<file path="src/rtl/ahb_pkg.sv">
// Shared AHB encodings, responder FSM states and default address window.
// Pure declarations; no timing or flow control of its own.
package ahb_pkg;

    localparam logic [1:0] HTRANS_IDLE   = 2'b00;
    localparam logic [1:0] HTRANS_BUSY   = 2'b01;
    localparam logic [1:0] HTRANS_NONSEQ = 2'b10;
    localparam logic [1:0] HTRANS_SEQ    = 2'b11;

    localparam logic [1:0] HRESP_OKAY  = 2'b00;
    localparam logic [1:0] HRESP_ERROR = 2'b01;

    localparam logic [31:0] AHB_BASE_LO = 32'h8000_0000;
    localparam logic [31:0] AHB_BASE_HI = 32'h8C00_0000;

    typedef enum logic [2:0] {
        ST_IDLE,
        ST_WAIT,
        ST_DATA,
        ST_ERR1,
        ST_ERR2
    } ahb_state_t;

    // Window is half-open: lo inclusive, hi exclusive.
    function automatic logic in_window(input logic [31:0] addr,
                                       input logic [31:0] lo,
                                       input logic [31:0] hi);
        return (addr >= lo) && (addr < hi);
    endfunction

endpackage

</file>
<file path="src/rtl/ahb_slave_mem.sv">
// Word memory: one synchronous write port, one combinational read port.
// Write lands on the clock edge; read is same-cycle; reset clears every word.
module ahb_slave_mem #(
    parameter int DEPTH = 16,
    localparam int IDX_W = $clog2(DEPTH)
) (
    input  logic             clk,
    input  logic             rst,
    input  logic             wr_vld,
    input  logic [IDX_W-1:0] wr_idx,
    input  logic [31:0]      wr_dat,
    input  logic [IDX_W-1:0] rd_idx,
    output logic [31:0]      rd_dat
);

    logic [31:0] mem [DEPTH];

    always_ff @(posedge clk or posedge rst) begin
        if (rst) begin
            for (int i = 0; i < DEPTH; i++) begin
                mem[i] <= '0;
            end
        end else if (wr_vld) begin
            mem[wr_idx] <= wr_dat;
        end
    end

    assign rd_dat = mem[rd_idx];

endmodule

</file>
<file path="src/rtl/ahb_slave_responder.sv">
// Memory-backed AHB completer: data phase follows address phase, stretched by WAIT_STATES.
// Out-of-window transfers get a two-cycle ERROR; Hreadyout low holds the master's address phase.
module ahb_slave_responder
    import ahb_pkg::*;
#(
    parameter int          WAIT_STATES = 0,
    parameter int          DEPTH       = 16,
    parameter logic [31:0] BASE_LO     = AHB_BASE_LO,
    parameter logic [31:0] BASE_HI     = AHB_BASE_HI
) (
    input  logic        Hclk,
    input  logic        Hreset,
    input  logic        Hwrite,
    input  logic        Hreadyin,
    input  logic [1:0]  Htrans,
    input  logic [31:0] Haddr,
    input  logic [31:0] Hwdata,
    output logic [31:0] Hrdata,
    output logic        Hreadyout,
    output logic [1:0]  Hresp
);

    localparam int IDX_W = $clog2(DEPTH);

    ahb_state_t       state;
    logic [3:0]       wait_cnt;
    logic [IDX_W-1:0] lat_idx;
    logic             lat_write;

    logic             active;
    logic             accept;
    logic             addr_ok;
    logic             mem_wr_vld;
    logic [31:0]      mem_rd_dat;

    assign active  = (Htrans == HTRANS_NONSEQ) || (Htrans == HTRANS_SEQ);
    assign accept  = Hreadyin && Hreadyout && active;
    assign addr_ok = in_window(Haddr, BASE_LO, BASE_HI);

    always_ff @(posedge Hclk or posedge Hreset) begin
        if (Hreset) begin
            state     <= ST_IDLE;
            Hreadyout <= 1'b1;
            Hresp     <= HRESP_OKAY;
            wait_cnt  <= '0;
            lat_idx   <= '0;
            lat_write <= 1'b0;
        end else begin
            case (state)
                ST_WAIT: begin
                    if (wait_cnt == '0) begin
                        state     <= ST_DATA;
                        Hreadyout <= 1'b1;
                    end else begin
                        wait_cnt <= wait_cnt - 4'd1;
                    end
                end
                ST_ERR1: begin
                    state     <= ST_ERR2;
                    Hreadyout <= 1'b1;
                    Hresp     <= HRESP_ERROR;
                end
                // IDLE, DATA and ERR2 all close with Hreadyout=1, so each may take a new address phase.
                default: begin
                    if (accept) begin
                        lat_idx   <= Haddr[IDX_W-1:0];
                        lat_write <= Hwrite;
                        if (!addr_ok) begin
                            state     <= ST_ERR1;
                            Hreadyout <= 1'b0;
                            Hresp     <= HRESP_ERROR;
                        end else if (WAIT_STATES == 0) begin
                            state     <= ST_DATA;
                            Hreadyout <= 1'b1;
                            Hresp     <= HRESP_OKAY;
                        end else begin
                            state     <= ST_WAIT;
                            Hreadyout <= 1'b0;
                            Hresp     <= HRESP_OKAY;
                            wait_cnt  <= 4'(WAIT_STATES - 1);
                        end
                    end else begin
                        state     <= ST_IDLE;
                        Hreadyout <= 1'b1;
                        Hresp     <= HRESP_OKAY;
                    end
                end
            endcase
        end
    end

    // ST_DATA is always the final, ready-high data cycle, so write data is taken only there.
    assign mem_wr_vld = (state == ST_DATA) && lat_write;

    ahb_slave_mem #(
        .DEPTH(DEPTH)
    ) u_mem (
        .clk    (Hclk),
        .rst    (Hreset),
        .wr_vld (mem_wr_vld),
        .wr_idx (lat_idx),
        .wr_dat (Hwdata),
        .rd_idx (lat_idx),
        .rd_dat (mem_rd_dat)
    );

    assign Hrdata = ((state == ST_WAIT || state == ST_DATA) && !lat_write) ? mem_rd_dat : 32'h0;

endmodule

</file>
<file path="config.mk">
export PLATFORM = sky130hd
export DESIGN_NAME = ahb_slave_responder
export DESIGN_NICKNAME = d
export VERILOG_FILES = /design/src/rtl/ahb_pkg.sv /design/src/rtl/ahb_slave_mem.sv /design/src/rtl/ahb_slave_responder.sv
export SDC_FILE = /design/constraint.sdc
export NUM_CORES = 1
export LEC_CHECK = 0
export CORE_ASPECT_RATIO = 0.9
export CORE_UTILIZATION = 50
export CTS_BUF_LIST = sky130_fd_sc_hd__clkbuf_4
export DETAILED_ROUTE_END_ITERATION = 7
export PLACE_DENSITY = 0.72
export SYNTH_ARGS = -nofsm -noshare
export SYNTH_HDL_FRONTEND = slang
export SYNTH_SLANG_ARGS = --single-unit
</file>
<file path="constraint.sdc">
create_clock -name Hclk -period 20.3 [get_ports Hclk]
set_input_delay 4.06 -clock Hclk [delete_from_list [all_inputs] [get_ports Hclk]]
set_output_delay 4.06 -clock Hclk [all_outputs]
set_load 0.02 [all_outputs]
</file>
# After elaboration in Yosys (flattened, before gate mapping)
# Cells that the tools add are included.
# classes
mux,18
eq_ne,6
magnitude_cmp,4
n_addsub,1
n_bitwise,3
n_reduce_logical,13
# ops
operator,n
512-bit bitwise mux,1
32-bit binary-select mux with 4-bit select,1
32-bit demux with 4-bit select,1
32-bit 2-to-1 mux,4
32-bit greater-or-equal comparator (second input constant),1
32-bit less-than comparator (second input constant),1
3-bit by 2-bit == test with 1-bit output (second input constant),2
1-bit logical AND,6
3-bit 2-to-1 mux,2
3-bit one-hot mux with 2 select lines,1
5-bit greater-or-equal comparator (second input constant),1
5-bit by 1-bit less-than comparator with 1-bit output (second input constant),1
1-bit 2-to-1 mux,5
4-bit inverter with 5-bit output,1
2-bit == test (second input constant),2
4-bit zero test,1
2-bit one-hot mux with 2 select lines,1
2-bit AND reduction,2
4-bit by 1-bit subtractor with 4-bit output (second input constant),1
3-bit by 1-bit == test with 1-bit output (second input constant),1
1-bit logical OR,2
2-bit 2-to-1 mux,1
2-bit != test (second input constant),1
1-bit inverter,2
other kinds (3),3
# word_totals
out_inout_bits,35
register_bits,527
elab_cells,67
in_bits,70

# Depth between registers and ports, before layout
# depth
depth_word,6
ltp_mapped,6

# Cells and area by module
# From an unflattened synthesis, not the netlist that was laid out.
# unflattened
hier_cells,1493
hier_area_um2,23657.7
# by_module_without_submodules
mod,area_per_inst_um2,n_inst,cells_each,seq_area_each_um2
ahb_slave_mem,22779.3,1,1406,12812.3
ahb_slave_responder,878.3,1,87,351.6

# Least setup slack after synthesis
# Ideal clock, no wire load.
# synth_path
kind,reg2out
start,register lat_idx[0]
end,output port Hrdata[10]
n_path_buf,3
required_ns,16.240
path_stages_with_launch,7
t_arrival_ns,1.791
setup_slack_ns,14.449
path_cell_list,dfrtp_1 > buf_2 > buf_4 > buf_2 > mux4_2 > mux2i_1 > o221ai_1
# synth_via
elab_chain_len,5
# synth_lines
element,line_no,rtl
start: declaration,ahb_slave_responder.sv:27,logic [IDX_W-1:0] lat_idx;
start signal: assignment,ahb_slave_responder.sv:66,lat_idx <= Haddr[IDX_W-1:0];
4-bit inverter with 5-bit output (not written as such),ahb_slave_mem.sv:28,assign rd_dat = mem[rd_idx];
32-bit binary-select mux with 4-bit select,ahb_slave_mem.sv:28,
32-bit 2-to-1 mux (not written as such) (2 in series),ahb_slave_mem.sv:28,
32-bit 2-to-1 mux,ahb_slave_responder.sv:107,assign Hrdata = ((state == ST_WAIT || state == ST_DATA) && !lat_write) ? mem_rd_dat : 32'h0;
end: declaration,ahb_slave_responder.sv:18,"output logic [31:0] Hrdata,"
# Every way passes these cells. The select of a mux whose other input is x is not followed.

# Final worst setup path
# layout_path
start,register state[1]
end,output port Hrdata[18]
# layout_via
elab_chain_len,4
elab_cells_between_ends,5
# layout_lines
element,line_no,rtl
start: declaration,ahb_slave_responder.sv:25,ahb_state_t state;
start signal: assignment,ahb_slave_responder.sv:42,state <= ST_IDLE;
start signal: assignment,ahb_slave_responder.sv:52,state <= ST_DATA;
start signal: assignment,ahb_slave_responder.sv:59,state <= ST_ERR2;
3-bit by 1-bit == test with 1-bit output or 3-bit by 2-bit == test with 1-bit output (tied branches),ahb_slave_responder.sv:107,
1-bit logical OR *,ahb_slave_responder.sv:107,
1-bit logical AND *,ahb_slave_responder.sv:107,
32-bit 2-to-1 mux *,ahb_slave_responder.sv:107,
# Every way passes the cells marked *; elsewhere a longest branch is shown, timed or not.

==> impl_metrics.py <==
metrics = {
    "critical_path": {
        "worst-path-stages": 6,
        "cp_common_cell": "buf_4",
        "r2r_slack_ns": 15.97,
        "crit_family": "buffers and inverters",
        "reg2regPathDepth": 5,
        "crit_arrival_ns": 4.60,
        "crit_start": "state[1]",
        "critical_path_required_ns": 16.24,
        "worstReg2RegEnd": "u_mem.mem[4]",
        "critPathLaunchType": "register",
        "slowest_delay_ns": 0.81,
        "cp_max_fo": 34,
        "critical_path.slowest_cell": "nand3b_1",
        "crit_chain": "xor2_4, buf_4, nand3b_1, buf_4, o221ai_1, clkdlybuf4s50_1",
        "crit_buf_inv": 3,
        "criticalPathCategory": "register to output port",
        "crit_path_end": "Hrdata[18]",
        "cp-end-kind": "output port",
        "r2r_start": "lat_idx[1]",
    },
    "power_and_ir_drop": {
        "total_power_mw": 3.41,
        "power_density_nw_per_um2": 127,
        "ir_drop_mv": 0.0622,
        "power.internal_mw": 2.48,
        "p_leak_nw": 11.7,
        "power_switching_uw": 933,
        "seqPwrFrac": 0.473,
        "combinationalPowerShare": 0.257,
        "swShare": 0.274,
        "clkPwrFrac": 0.270,
    },
    "drt": {
        "dr.pass1.iters": 7,
        "wl_per_cell_um": 23.1,
        "drc": 4,
        "vias": 13700,
        "routed_wl_um": 53400,
        "ant_nets": 0,
        "vias_per_cell": 5.92,
        "drt_iter0_markers": 683,
    },
    "timing": {
        "max_slew_margin": 0.221,
        "final.setup_skew_ns": 0.0320,
        "fin_ws_ns": 11.64,
        "worst_slew_pin_slew_ns": 1.17,
        "rsz0062_at_grt": "no",
        "min_period_ns": 8.66,
        "fmax_mhz": 115,
        "fin_crit_sh": 0.427,
        "whs_ns": 0.485,
        "fin_tns_setup_ns": 0,
        "setup_viol": 0,
        "hold_violations": 0,
        "finalMaxSlewViolations": 0,
    },
    "logic_synthesis": {
        "synth_warnings": 0,
        "async_reset_ff_frac": 1.00,
        "synth_fp_nets": 1564,
        "synth.area.top_cells": "dfrtp_1, mux2_2, mux4_2",
        "synth_area_leader_cell": "dfrtp_1",
        "syn_area_per_cell_um2": 16.2,
        "ys_seq_area_frac": 0.545,
        "ys_ff_latch": 526,
        "synthFlopType": "dfrtp_1",
        "synth_commonest_cells": "dfrtp_1, mux2_2, mux4_2",
        "synth.most_common_cell": "dfrtp_1",
        "syn_inst": 1493,
        "ys_types": 41,
        "synth_top_area_frac": 0.544,
        "synth_area_um2": 24100,
        "synth-edff-count": 0,
    },
    "clock_network": {
        "cts_sinks": 526,
        "cts_tree": "built",
        "cts.clk_slew.worst_paths_ns": 0.06,
        "cts_buffer_depth": 3,
        "cts-resized-gates": 0,
        "numCtsBuffers": 140,
        "postCtsSetupBuffers": 0,
        "clk-insertion-delay-late_ns": 0.82,
        "cts-root-buf": "clkbuf_4",
        "cts_hold_buffers": 0,
        "htree_levels": 4,
    },
    "global_routing": {
        "overflow": 0,
        "grt_use_total": 0.228,
        "grt_pass1_vias": 14900,
        "antenna_found_initial": 2,
        "grt_pass1_wl_um": 84900,
        "grt_max_degree": 116,
    },
    "final_layout": {
        "fill_cells": 3766,
        "fin_cells": 2316,
        "drive_above_1_share": 0.502,
        "regArea_um2": 13200,
        "fin_area_um2": 26900,
        "nets": 1668,
        "multiInputGateArea_um2": 10100,
        "fin_util": 0.563,
        "flow.area_growth_from_synthesis_pct": 11.4,
    },
    "status": {
        "outcome": "complete, but fails checks",
        "violations": "design-rule violations",
    },
    "min_path": {
        "hold_path.class": "register to register",
    },
    "floorplanning": {
        "start_util": 0.506,
        "die_y_um": 210,
        "dieArea_um2": 49200,
        "die_w_um": 234,
        "core_area_um2": 47700,
        "rows": 76,
        "io_pins": 105,
    },
    "placed_design": {
        "place_ws_ns": 12.58,
        "portBuffers": 80,
        "place_area_um2": 25100,
        "gp_congestion": 0.729,
        "dpl.cell_count": 2079,
        "place_hpwl_um": 28500,
    },
    "flow_run": {
        "drv_cap": 0,
    },
}
-- flip-flops by register name, summed over array words and instances (netlist names) --
register   flops
u_mem.mem    512
lat_write      1
wait_cnt       4
Hresp          1
Hreadyout      1
state          3
lat_idx        4
-- per-layer routing --
layer	GRT usage	vias to the layer above	part of all wire
met5	0	-	0.00024
met4	0.0678	2	0.014
met3	0.0498	72	0.045
met2	0.350	298	0.48
met1	0.326	7441	0.46
li1	-	5907	-
-- layout make-up --
cell class / instances / share of cell area
flip-flops and latches: 526 / 0.490
multi-input cells: 791 / 0.374
clock buffers: 216 / 0.0603
repair buffers: 101 / 0.0361
well taps: 624 / 0.0290
inverters: 37 / 0.00544
clock inverters: 20 / 0.00479
diodes: 1 / 0.0000930
-- cells in the final DEF, fill, tap and decap left out, types with 2 or more instances in the layout --
cell type	synthesis	routed
dfrtp_1	525	522
mux4_2	128	128
clkbuf_4	0	216
clkdlybuf4s50_1	0	80
nor2_1	5	4
buf_4	18	20
mux2_2	449	449
bufinv_16	0	2
clkinv_1	0	13
o21ai_0	4	4
nand2b_1	2	2
a21oi_1	2	2
nand4_4	2	2
dfrtp_4	0	3
inv_2	0	4
inv_1	37	36
mux2i_1	32	32
mux2_1	68	68
o221ai_1	32	32
nand4_1	35	35
nand4b_4	8	8
and4bb_2	4	4
-- worst min path at each step --
stage	slack (ns)	cells past startpoint	end	from
6_report	0.49	1	u_mem.mem[475]	u_mem.mem[475]
5_1_grt	0.50	1	u_mem.mem[342]	u_mem.mem[342]
4_1_cts	0.49	1	u_mem.mem[488]	u_mem.mem[488]
3_5_place_dp	0.47	1	u_mem.mem[510]	u_mem.mem[510]
3_3_place_gp	0.46	1	u_mem.mem[498]	u_mem.mem[498]
2_1_floorplan	0.45	1	u_mem.mem[488]	u_mem.mem[488]
-- logic make-up (layout without fill, tap and decap cells) --
| group | after synthesis | after routing | share of synthesized area |
|---|---|---|---|
| mux | 677 | 677 | 0.374 |
| compound gates | 41 | 41 | 0.0138 |
| buf+inv | 176 | 374 | 0.0399 |
| other cells | 1 | 2 | 0.000155 |
| simple gates | 68 | 68 | 0.0258 |
| flops | 526 | 526 | 0.545 |
| xor+xnor | 3 | 3 | 0.00109 |
| fa+ha+maj | 1 | 1 | 0.000518 |
-- worst reg2reg max path, stage by stage, from the launching register on --
cell and delay, ns:
dfrtp_4 0.39, buf_4 0.87, buf_4 0.86, nand4_1 1.14, buf_4 0.62, mux2_2 0.32
-- power groups by stage --
stage | Combinational, mW | Sequential, mW | Clock (mW)
2_1_floorplan | 0.749 | 1.56 | 0
3_3_place_gp | 0.857 | 1.60 | 0
3_5_place_dp | 0.888 | 1.63 | 0
4_1_cts | 0.889 | 1.61 | 0.949
5_1_grt | 0.950 | 1.66 | 1.00
6_report | 0.878 | 1.61 | 0.920
Power figures use the tool's default switching activity.
